--- src/rtl/esp_uart_pkg.sv ---
// Shared constants and types for the esp_uart link (TX and RX halves).
package esp_uart_pkg;

  localparam int unsigned DefaultClksPerBit = 16;
  localparam int unsigned FifoDepth         = 16;
  localparam int unsigned FifoAw            = 4;

  typedef enum logic [1:0] {
    StIdle  = 2'd0,
    StStart = 2'd1,
    StData  = 2'd2,
    StStop  = 2'd3
  } tx_state_e;

  function automatic logic [FifoAw-1:0] idx_inc(input logic [FifoAw-1:0] idx);
    return idx + FifoAw'(1);
  endfunction

endpackage

--- src/rtl/esp_uart_txfifo.sv ---
// 16x8 transmit FIFO; one slot is sacrificed so full/empty come straight from the indices.
module esp_uart_txfifo
  import esp_uart_pkg::*;
(
  input  logic       clk,
  input  logic       rst,
  input  logic       wr_en,
  input  logic [7:0] wrdata,
  input  logic       rd_en,
  output logic [7:0] rddata,
  output logic       full,
  output logic       empty
);

  logic [7:0]        mem_q [FifoDepth];
  logic [FifoAw-1:0] wridx_q, wridx_d;
  logic [FifoAw-1:0] rdidx_q, rdidx_d;
  logic              push, pop;

  assign empty  = (wridx_q == rdidx_q);
  assign full   = (idx_inc(wridx_q) == rdidx_q);
  assign rddata = mem_q[rdidx_q];

  // Full is judged on the pre-edge indices, so a same-cycle pop never frees a slot early.
  assign push = wr_en && !full;
  assign pop  = rd_en && !empty;

  always_comb begin
    wridx_d = wridx_q;
    rdidx_d = rdidx_q;
    if (push) wridx_d = idx_inc(wridx_q);
    if (pop)  rdidx_d = idx_inc(rdidx_q);
  end

  always_ff @(posedge clk) begin
    if (rst) begin
      wridx_q <= '0;
      rdidx_q <= '0;
    end else begin
      wridx_q <= wridx_d;
      rdidx_q <= rdidx_d;
    end
  end

  // Storage needs no reset: clearing the indices discards the contents.
  always_ff @(posedge clk) begin
    if (push) mem_q[wridx_q] <= wrdata;
  end

endmodule

--- src/rtl/esp_uart_tx.sv ---
// ESP32 UART transmitter: FIFO-buffered 8N1 serializer, LSB first, gated by CTS at frame start.
module esp_uart_tx
  import esp_uart_pkg::*;
#(
  parameter int unsigned CLKS_PER_BIT = DefaultClksPerBit
) (
  input  logic       clk,
  input  logic       rst,
  input  logic [7:0] wrdata,
  input  logic       wr_en,
  output logic       full,
  output logic       empty,
  output logic       busy,
  input  logic       esp_cts_n,
  output logic       esp_txd
);

  localparam int unsigned BaudW = (CLKS_PER_BIT > 1) ? $clog2(CLKS_PER_BIT) : 1;
  localparam logic [BaudW-1:0] BaudLast = BaudW'(CLKS_PER_BIT - 1);

  tx_state_e        state_q, state_d;
  logic [BaudW-1:0] baud_cnt_q, baud_cnt_d;
  logic [2:0]       bit_cnt_q, bit_cnt_d;
  logic [7:0]       shreg_q, shreg_d;
  logic             txd_q, txd_d;
  logic             cts_meta_q, cts_sync_q;

  logic       cts_ok;
  logic       pop;
  logic [7:0] head;
  logic       bit_end;
  logic       load_ok;

  esp_uart_txfifo u_fifo (
    .clk    (clk),
    .rst    (rst),
    .wr_en  (wr_en),
    .wrdata (wrdata),
    .rd_en  (pop),
    .rddata (head),
    .full   (full),
    .empty  (empty)
  );

  // Synchronizer resets to "not clear" so nothing starts before CTS is really seen.
  always_ff @(posedge clk) begin
    if (rst) begin
      cts_meta_q <= 1'b1;
      cts_sync_q <= 1'b1;
    end else begin
      cts_meta_q <= esp_cts_n;
      cts_sync_q <= cts_meta_q;
    end
  end

  assign cts_ok  = !cts_sync_q;
  assign bit_end = (baud_cnt_q == BaudLast);
  assign load_ok = !empty && cts_ok;

  always_comb begin
    state_d    = state_q;
    baud_cnt_d = baud_cnt_q;
    bit_cnt_d  = bit_cnt_q;
    shreg_d    = shreg_q;
    pop        = 1'b0;

    if (state_q != StIdle) baud_cnt_d = bit_end ? '0 : baud_cnt_q + BaudW'(1);

    unique case (state_q)
      StIdle: begin
        if (load_ok) begin
          pop        = 1'b1;
          shreg_d    = head;
          baud_cnt_d = '0;
          bit_cnt_d  = '0;
          state_d    = StStart;
        end
      end
      StStart: begin
        if (bit_end) state_d = StData;
      end
      StData: begin
        if (bit_end) begin
          shreg_d   = shreg_q >> 1;
          bit_cnt_d = bit_cnt_q + 3'd1;
          if (bit_cnt_q == 3'd7) state_d = StStop;
        end
      end
      StStop: begin
        // Chain straight into the next start bit when allowed, so streams have no idle gap.
        if (bit_end) begin
          if (load_ok) begin
            pop        = 1'b1;
            shreg_d    = head;
            baud_cnt_d = '0;
            bit_cnt_d  = '0;
            state_d    = StStart;
          end else begin
            state_d = StIdle;
          end
        end
      end
      default: state_d = StIdle;
    endcase

    unique case (state_d)
      StStart: txd_d = 1'b0;
      StData:  txd_d = shreg_d[0];
      default: txd_d = 1'b1;
    endcase
  end

  always_ff @(posedge clk) begin
    if (rst) begin
      state_q    <= StIdle;
      baud_cnt_q <= '0;
      bit_cnt_q  <= '0;
      shreg_q    <= '0;
      txd_q      <= 1'b1;
    end else begin
      state_q    <= state_d;
      baud_cnt_q <= baud_cnt_d;
      bit_cnt_q  <= bit_cnt_d;
      shreg_q    <= shreg_d;
      txd_q      <= txd_d;
    end
  end

  assign esp_txd = txd_q;
  assign busy    = !empty || (state_q != StIdle);

endmodule
--- config.mk ---
export PLATFORM = sky130hd
export DESIGN_NAME = esp_uart_tx
export DESIGN_NICKNAME = d
export VERILOG_FILES = /design/src/rtl/esp_uart_pkg.sv /design/src/rtl/esp_uart_txfifo.sv /design/src/rtl/esp_uart_tx.sv
export SDC_FILE = /design/constraint.sdc
export NUM_CORES = 1
export LEC_CHECK = 0
export BUFFER_PORTS_ARGS = -buffer_cell sky130_fd_sc_hd__clkbuf_2
export CORE_ASPECT_RATIO = 0.6
export CORE_UTILIZATION = 60
export CTS_BUF_LIST = sky130_fd_sc_hd__clkbuf_8 sky130_fd_sc_hd__clkbuf_16
export CTS_CLUSTER_DIAMETER = 40
export DETAILED_ROUTE_END_ITERATION = 6
export PLACE_DENSITY_LB_ADDON = 0.25
export SKIP_LAST_GASP = 1
export SLEW_MARGIN = 25
export SYNTH_ARGS = -nofsm -noshare
export SYNTH_HDL_FRONTEND = slang
export SYNTH_SLANG_ARGS = --single-unit
--- constraint.sdc ---
create_clock -name clk -period 3.78 [get_ports clk]
set_clock_uncertainty 0.2 [all_clocks]
set_input_delay 0.756 -clock clk [delete_from_list [all_inputs] [get_ports clk]]
set_output_delay 0.756 -clock clk [all_outputs]
set_load 0.005 [all_outputs]
==> reports/metrics.yaml, run 1 <==
outcome:
  status: "finished, final reports clean"
sta:
  slew_headroom_pct: 39.49
  rsz0062_at_grt: "false"
  hold_viol_final: 0
  finalWorstSetupSlack_ns: 0.6667
  max_freq_ghz: 0.3212
  setup_tns_ns: 0
  period_needed_ns: 3.113
  fin_hold_ws_ns: 0.2117
  tightest_slew_ns: 0.8994
  post-route-period-util_pct: 82.36
  finalMaxSlewViolations: 0
  setup_violations: 0
place:
  placed_cell_area_sq_um: 6758
  hpwlAfterDp_mm: 9.456
  routabilityCongestion: 0.8343
  dp_cells: 537
  io_buffers: 15
  dp_worst_setup_slack_ns: 0.7177
setup_path:
  worstSetupPathType: "flip-flop to flip-flop"
  end_kind: "flip-flop"
  crit_path_max_fanout: 8
  crit_start: "u_fifo.wridx_q[0]$_SDFFE_PP0P_"
  timing.rr.start: "u_fifo.wridx_q[0]$_SDFFE_PP0P_"
  critPathLaunchType: "flip-flop"
  arrival_ns: 2.97
  critPathRequiredTime_ns: 3.63
floorplanning:
  fp.dieW_um: 137.2
  io_pins: 16
  dieArea_sq_um: 11400
  fp.dieH_um: 83.12
  rows: 29
  initial_core_util_pct: 61.89
  core_sq_um: 10630
pwr:
  p_leak_nw: 2.421
  clkPwrFrac_pct: 43.0
  power.total_mw: 4.081
  sequentialPowerShare_pct: 48.8
  p_comb_share_pct: 8.2
  power.density_nw_per_um2: 554.2
  p_sw_mw: 0.9981
  p_sw_share_pct: 24.46
  intPower_mw: 3.083
  ir_drop_uv: 433.5
global_routing:
  grt_max_degree: 27
  grt.overflow.total: 0
  grt_pass1_wl_mm: 22.11
  track_usage_pct: 28.40
  antenna_found_initial: 0
  first_global_vias: 3530
drt:
  viasPerCell: 6.385
  dr_total_vias: 3633
  met1Wirelength_mm: 6.588
  post-route-drc-count: 0
  wl_per_cell_um: 25.44
  postRouteAntennaNets: 0
  dr_wl_met3_mm: 1.287
  dr.pass1.iters: 5
  dr.first_iter.drc_count: 414
  wl_met2_mm: 6.472
  routed_wl_mm: 14.48
  highest_layer: "met4"
synthesis:
  ys_async_sr_fraction_pct: 0
  synth_seq_area_share_pct: 68.15
  syn-instance-count: 400
  netlist_area_sq_um: 6580
  ys_seq_elements: 160
  synth_edf_count: 128
  ys.flop_type: "edfxtp_1"
  synth_nets: 424
  synth_warnings: 0
  yosysUniqueCellTypes: 52
  syn-mean-instance-area_sq_um: 16.45
finish:
  final_net_count: 441
  fin_util_pct: 69.26
  fin_cells: 569
  layout_commonest_cell: "edfxtp_1"
  syn_to_final_growth_pct: 11.90
  drive_gt1_share_pct: 21.40
  n_antenna_cell: 0
  finish.instance_area_sq_um: 7363
  final_cell_mix: "edfxtp_1 (128), nor2_1 (40), mux4_2 (31), dfxtp_1 (31), clkbuf_16 (17)"
clocking:
  cts.sinks: 160
  cts_max_level: 4
  path_clk_slew_ns: 0.07
  cts_buffers: 17
  post_cts_buffers: 0
  clockBufferDepth: 2
  cts_tree: "done"
  cts_resized: 0
  holdBufCountCts: 0
  clock_tree.root_cell: "clkbuf_16"
  clk_latency_ns: 0.42
worst_hold_path:
  hp-class: "flip-flop to flip-flop"
  min-delay-start: "cts_meta_q$_SDFF_PP1_"
job:
  drv_cap: 0
[layout make-up]
| class | count | area, sq um |
|---|---|---|
| Clock inverter | 15 | 180.2 |
| Clock buffer | 17 | 425.4 |
| Fill cell | 694 | 3268 |
| Timing Repair Buffer | 18 | 97.59 |
| Inverter | 12 | 45.04 |
| Tap cell | 139 | 173.9 |
| Sequential cell | 160 | 4486 |
| Multi-Input combinational cell | 208 | 1956 |
[synthesized netlist by cell type, drive strengths merged, types with 3 or more instances]
| cell | instances | share of area (%) |
|---|---|---|
| nor3 | 4 | 0.38 |
| inv | 12 | 0.68 |
| xnor2 | 6 | 0.80 |
| nand2 | 10 | 0.57 |
| a221o | 6 | 0.91 |
| mux2i | 10 | 1.5 |
| a21oi | 7 | 0.53 |
| a311oi | 3 | 0.40 |
| clkbuf | 11 | 0.65 |
| dfxtp | 32 | 9.7 |
| nand3 | 3 | 0.23 |
| nor2 | 41 | 2.4 |
| buf | 9 | 0.80 |
| xor2 | 9 | 1.4 |
| mux4 | 31 | 11 |
| nor2b | 10 | 0.95 |
| edfxtp | 128 | 58 |
| a211oi | 13 | 1.5 |
| a31oi | 7 | 0.76 |
| nand3b | 3 | 0.34 |
| o21ai | 3 | 0.23 |
| ha | 12 | 2.3 |
[state kept, by name, indices dropped and copies added (netlist names), 2 cells and up, named ones only]
name,count
u_fifo.mem_q,128
shreg_q,8
baud_cnt_q,4
u_fifo.rdidx_q,4
u_fifo.wridx_q,4
bit_cnt_q,3
state_q,2
[power by group through the flow]
| stage | logic, mW | registers [mW] | clock network [mW] |
|---|---|---|---|
| 2_1_floorplan | 0.223 | 2.01 | 0 |
| 3_3_place_gp | 0.322 | 2.03 | 0 |
| 3_5_place_dp | 0.328 | 2.03 | 0 |
| 4_1_cts | 0.332 | 1.99 | 1.77 |
| 5_1_grt | 0.363 | 2.00 | 1.85 |
| 6_report | 0.335 | 1.99 | 1.75 |
[critical path, stage by stage, from the launching register on]
cell and delay [ns]:
dfxtp_1 0.45, inv_1 0.10, ha_1 0.33, xnor2_1 0.13, and2_1 0.17, a31oi_2 0.45, nand3b_1 0.28, nor2_1 0.62
[path summary, 6_finish.rpt]
| kind | slack, ns | cells after the start | end |
|---|---|---|---|
| min reg2reg | 0.21 | 1 | cts_sync_q$_SDFF_PP1_ |
| max reg2reg | 0.67 | 7 | u_fifo.mem_q[8][1]$_DFFE_PP_ |
| min | 0.21 | 1 | cts_sync_q$_SDFF_PP1_ |
| max | 0.67 | 7 | u_fifo.mem_q[8][1]$_DFFE_PP_ |
[logic make-up after synthesis]
family          count (synthesis)  synth area share (%)
mux                            43                 12.47
flops                         160                 68.15
buf+inv                        32                 2.130
compound gates                 55                 6.674
fa+ha+maj                      12                 2.282
simple gates                   83                 6.066
xor+xnor                       15                 2.225
[routing by layer]
metal / vias to the layer above / track usage (%)
met5: - / 0
met4: 0 / 6.593
met3: 12 / 10.38
met2: 149 / 38.29
met1: 1868 / 44.15
li1: 1604 / -
Note: power is estimated with default switching activity, not from simulation.
==> run 2, diff against run 1 <==
==> constraint.sdc (replaced) <==
create_clock -name clk -period 2.9 [get_ports clk]
set_clock_uncertainty 0.2 [all_clocks]
set_input_delay 0.58 -clock clk [delete_from_list [all_inputs] [get_ports clk]]
set_output_delay 0.58 -clock clk [all_outputs]
set_load 0.005 [all_outputs]
==> reports/metrics.yaml, run 2 (same netlist as run 1, synthesis figures left out) <==
job:
  drv_cap: 0
drt:
  viasPerCell: 6.190
  post-route-drc-count: 0
  wl_per_cell_um: 22.51
  dr.first_iter.drc_count: 339
  dr.pass1.iters: 5
  postRouteAntennaNets: 0
  dr_total_vias: 3640
  routed_wl_mm: 13.23
global_routing:
  first_global_vias: 3647
  track_usage_pct: 25.58
  grt_pass1_wl_mm: 20.31
  grt.overflow.total: 0
  grt_max_degree: 34
  antenna_found_initial: 0
finish:
  syn_to_final_growth_pct: 13.84
  largest_reg_flops: 128
  final_net_count: 460
  final_cell_mix: "edfxtp_1 (128), nor2_1 (40), mux4_2 (31), dfxtp_1 (31), buf_4 (21)"
  top_regs: "u_fifo.mem_q x128, shreg_q x8"
  finish.instance_area_sq_um: 7491
  n_antenna_cell: 0
  regMostFlops: "u_fifo.mem_q"
  layout_commonest_cell: "edfxtp_1"
  drive_gt1_share_pct: 23.39
worst_hold_path:
  hp-class: "input port to flip-flop"
  min-delay-start: "esp_cts_n"
clocking:
  clock_tree.root_cell: "clkbuf_16"
  cts_resized: 0
  path_clk_slew_ns: 0.06
  post_cts_buffers: 0
  cts_max_level: 4
  cts_tree: "done"
  holdBufCountCts: 0
  clockBufferDepth: 2
  clk_latency_ns: 0.41
  cts.sinks: 160
  cts_buffers: 17
sta:
  post-route-period-util_pct: 92.24
  max_freq_ghz: 0.3738
  slew_headroom_pct: 33.41
  tightest_slew_ns: 0.9898
  setup_violations: 0
  fin_hold_ws_ns: 0.1571
  finalMaxSlewViolations: 0
  period_needed_ns: 2.675
  setup_tns_ns: 0
  hold_viol_final: 0
  rsz0062_at_grt: "false"
pwr:
  ir_drop_uv: 483.3
  power.density_nw_per_um2: 694.3
  p_leak_nw: 2.518
place:
  hpwlAfterDp_mm: 8.598
  placed_cell_area_sq_um: 6913
  routabilityCongestion: 0.8424
  io_buffers: 15
floorplanning:
  dieArea_sq_um: 11400
  rows: 29
  initial_core_util_pct: 61.89
  fp.dieW_um: 137.2
  core_sq_um: 10630
  io_pins: 16
  fp.dieH_um: 83.12
setup_path:
  arrival_ns: 2.59
  crit_start: "u_fifo.wridx_q[1]$_SDFFE_PP0P_"
  end_kind: "flip-flop"
  critPathLaunchType: "flip-flop"
  timing.rr.start: "u_fifo.wridx_q[1]$_SDFFE_PP0P_"
  cp_slowest_cell: "dfxtp_1"
  crit_path_max_fanout: 8
  critPathRequiredTime_ns: 2.81
  cp_slowest_stage_delay_ns: 0.44
  worstSetupPathType: "flip-flop to flip-flop"
  worstPathCellList: "inv_1 > ha_1 > xnor2_1 > and2_1 > a31oi_2 > nand3_1 > nor2_1 > buf_4"
outcome:
  status: "finished, final reports clean"
## run 2: cell type report
cell class	count	area, sq um
Clock inverter	15	152.6
Clock buffer	17	425.4
Sequential cell	160	4486
Fill cell	691	3141
Timing Repair Buffer	37	252.7
Tap cell	139	173.9
Multi-Input combinational cell	208	1956
Inverter	12	45.04
## run 2: power by group
part / leakage [nW] / internal [mW] / switching (mW)
Combinational: 0.820 / 0.183 / 0.263
Clock: 0.283 / 1.33 / 0.839
Sequential: 1.41 / 2.55 / 0.0346
Total: 2.52 / 4.06 / 1.14
## run 2: metrics by stage
stage               total power [mW]  util [%]  worst slack (ns)  instances
floorplan                      2.910         -            0.2109        400
detailed placement             3.073     65.02            0.2360        556
finish                         5.201     70.46            0.2251        588
global route                   5.359     70.46           0.03708        588
CTS                            5.225     70.46            0.2103        588
global placement               3.063     65.02            0.2526        556
## run 2: per-layer routing
metal,vias up,track usage (%),share of wire (%)
met5,-,0,0
met4,0,8.991,1.5
met3,15,7.998,7.1
met2,151,35.95,45
met1,1834,37.96,46
li1,1640,-,-
## run 2: final timing paths
check / endpoint / slack [ns] / cells past startpoint
worst min register to register: cts_sync_q$_SDFF_PP1_ / 0.20 / 1
worst max register to register: u_fifo.mem_q[12][6]$_DFFE_PP_ / 0.23 / 8
worst max-delay path: u_fifo.mem_q[12][6]$_DFFE_PP_ / 0.23 / 8
worst min-delay path: cts_meta_q$_SDFF_PP1_ / 0.16 / 2
## run 2: worst max-delay path, delay by kind of cell, from the launching register on
family	cells	cell delay, ns
compound gates	1	0.41
xor+xnor	1	0.13
fa+ha+maj	1	0.31
buf+inv	2	0.35
flops	1	0.44
simple gates	3	0.53
==> run 3, diff against run 2 <==
--- a/config.mk
+++ b/config.mk
@@ -7,7 +7,7 @@
 export LEC_CHECK = 0
 export BUFFER_PORTS_ARGS = -buffer_cell sky130_fd_sc_hd__clkbuf_2
 export CORE_ASPECT_RATIO = 0.6
-export CORE_UTILIZATION = 60
+export CORE_UTILIZATION = 33
 export CTS_BUF_LIST = sky130_fd_sc_hd__clkbuf_8 sky130_fd_sc_hd__clkbuf_16
 export CTS_CLUSTER_DIAMETER = 40
 export DETAILED_ROUTE_END_ITERATION = 6
==> reports/metrics.yaml, run 3 (same netlist as run 1, synthesis figures left out) <==
finish:
  layout_commonest_cell: "edfxtp_1"
  syn_to_final_growth_pct: 17.99
  finish.instance_area_sq_um: 7764
  top_regs: "u_fifo.mem_q x128, shreg_q x8"
  n_antenna_cell: 0
  drive_gt1_share_pct: 27.27
  largest_reg_flops: 128
  regMostFlops: "u_fifo.mem_q"
  final_net_count: 473
  final_cell_mix: "edfxtp_1 (128), nor2_1 (40), buf_4 (33)"
  fin_cells: 728
drt:
  routed_wl_mm: 14.64
  wl_per_cell_um: 20.11
  viasPerCell: 4.990
  postRouteAntennaNets: 0
  dr.pass1.iters: 4
  dr.first_iter.drc_count: 321
  dr_total_vias: 3633
  post-route-drc-count: 0
clocking:
  cts.sinks: 160
  post_cts_buffers: 0
  cts_buffers: 17
  cts_max_level: 4
  clock_tree.root_cell: "clkbuf_16"
  clockBufferDepth: 2
  path_clk_slew_ns: 0.06
  clk_latency_ns: 0.43
  cts_tree: "done"
setup_path:
  crit_path_max_fanout: 5
  worstSetupPathType: "flip-flop to primary output"
  end_kind: "primary output"
  arrival_ns: 1.96
  r2r_slack_ns: 0.18
  critPathLaunchType: "flip-flop"
  critPathRequiredTime_ns: 2.12
sta:
  setup_tns_ns: 0
  slew_headroom_pct: 40.88
  period_needed_ns: 2.740
  rsz0062_at_grt: "false"
  post-route-period-util_pct: 94.48
  setup_violations: 0
  fin_hold_ws_ns: 0.1331
  max_freq_ghz: 0.3650
  hold_viol_final: 0
  finalMaxSlewViolations: 0
  tightest_slew_ns: 0.8787
pwr:
  ir_drop_uv: 453.2
  power.density_nw_per_um2: 674.1
  power.total_mw: 5.233
  p_leak_nw: 2.588
floorplanning:
  core_sq_um: 19270
  rows: 39
  fp.dieW_um: 184.3
  dieArea_sq_um: 20530
  io_pins: 16
  fp.dieH_um: 111.4
  initial_core_util_pct: 34.14
place:
  routabilityCongestion: 0.7965
  hpwlAfterDp_mm: 10.26
  dp_cells: 696
  io_buffers: 15
  placed_cell_area_sq_um: 7182
outcome:
  status: "finished, final reports clean"
global_routing:
  antenna_found_initial: 0
  grt_pass1_wl_mm: 22.52
  first_global_vias: 3590
  grt_max_degree: 33
  track_usage_pct: 15.43
  grt.overflow.total: 0
job:
  drv_cap: 0
worst_hold_path:
  hp-class: "input port to flip-flop"
run 3: layout make-up:
type                       instances  area, sq um
sequential                       160         4487
fill                            1738        11510
clock inverter                    15        146.4
timing repair buffer              50        362.8
inverter                          12        45.04
clock buffer                      17        425.4
tap                              266        332.8
multi-input combinational        208         1964
run 3: path summary, 6_finish.rpt:
check                                      start  cells after the start                            to
setup reg to reg  u_fifo.wridx_q[1]$_SDFFE_PP0P_                      8  u_fifo.mem_q[2][5]$_DFFE_PP_
hold / removal                         esp_cts_n                      2         cts_meta_q$_SDFF_PP1_
hold reg to reg            cts_meta_q$_SDFF_PP1_                      1         cts_sync_q$_SDFF_PP1_
setup / recovery  u_fifo.wridx_q[1]$_SDFFE_PP0P_                      6                          full
run 3: layer usage:
metal / track usage, % / wire length (um)
met4: 4.000 / 118
met1: 23.81 / 7660
met5: 0 / 0
met3: 6.019 / 1088
met2: 19.72 / 5772
run 3: per-stage QoR:
step / utilization, % / setup slack (ns)
finish: 40.28 / 0.1601
detailed placement: 37.26 / 0.1863
global placement: 37.26 / 0.2806
global route: 40.28 / 0.01390
CTS: 40.23 / 0.1036
floorplan: - / 0.2109
run 3: timing repair:
action	4_1_cts	5_1_grt
hold buffers	0	0
hold endpoints to repair	0	0
gates resized for setup	0	2
endpoints found under the setup margin	0	57
run 3: worst max-delay path, cell delays in order (launching register included):
cell and delay, ns:
dfxtp_1 0.44, inv_1 0.11, ha_1 0.32, xnor2_1 0.15, and2_1 0.20, and3_1 0.18
clkbuf_2 0.12
run 3: power breakdown:
part	switching [mW]	total (mW)	internal (mW)	leakage, nW
registers	0.0479	2.60	2.55	1.41
clock network	0.981	2.19	1.21	0.282
logic	0.255	0.447	0.192	0.891
total	1.28	5.23	3.95	2.59
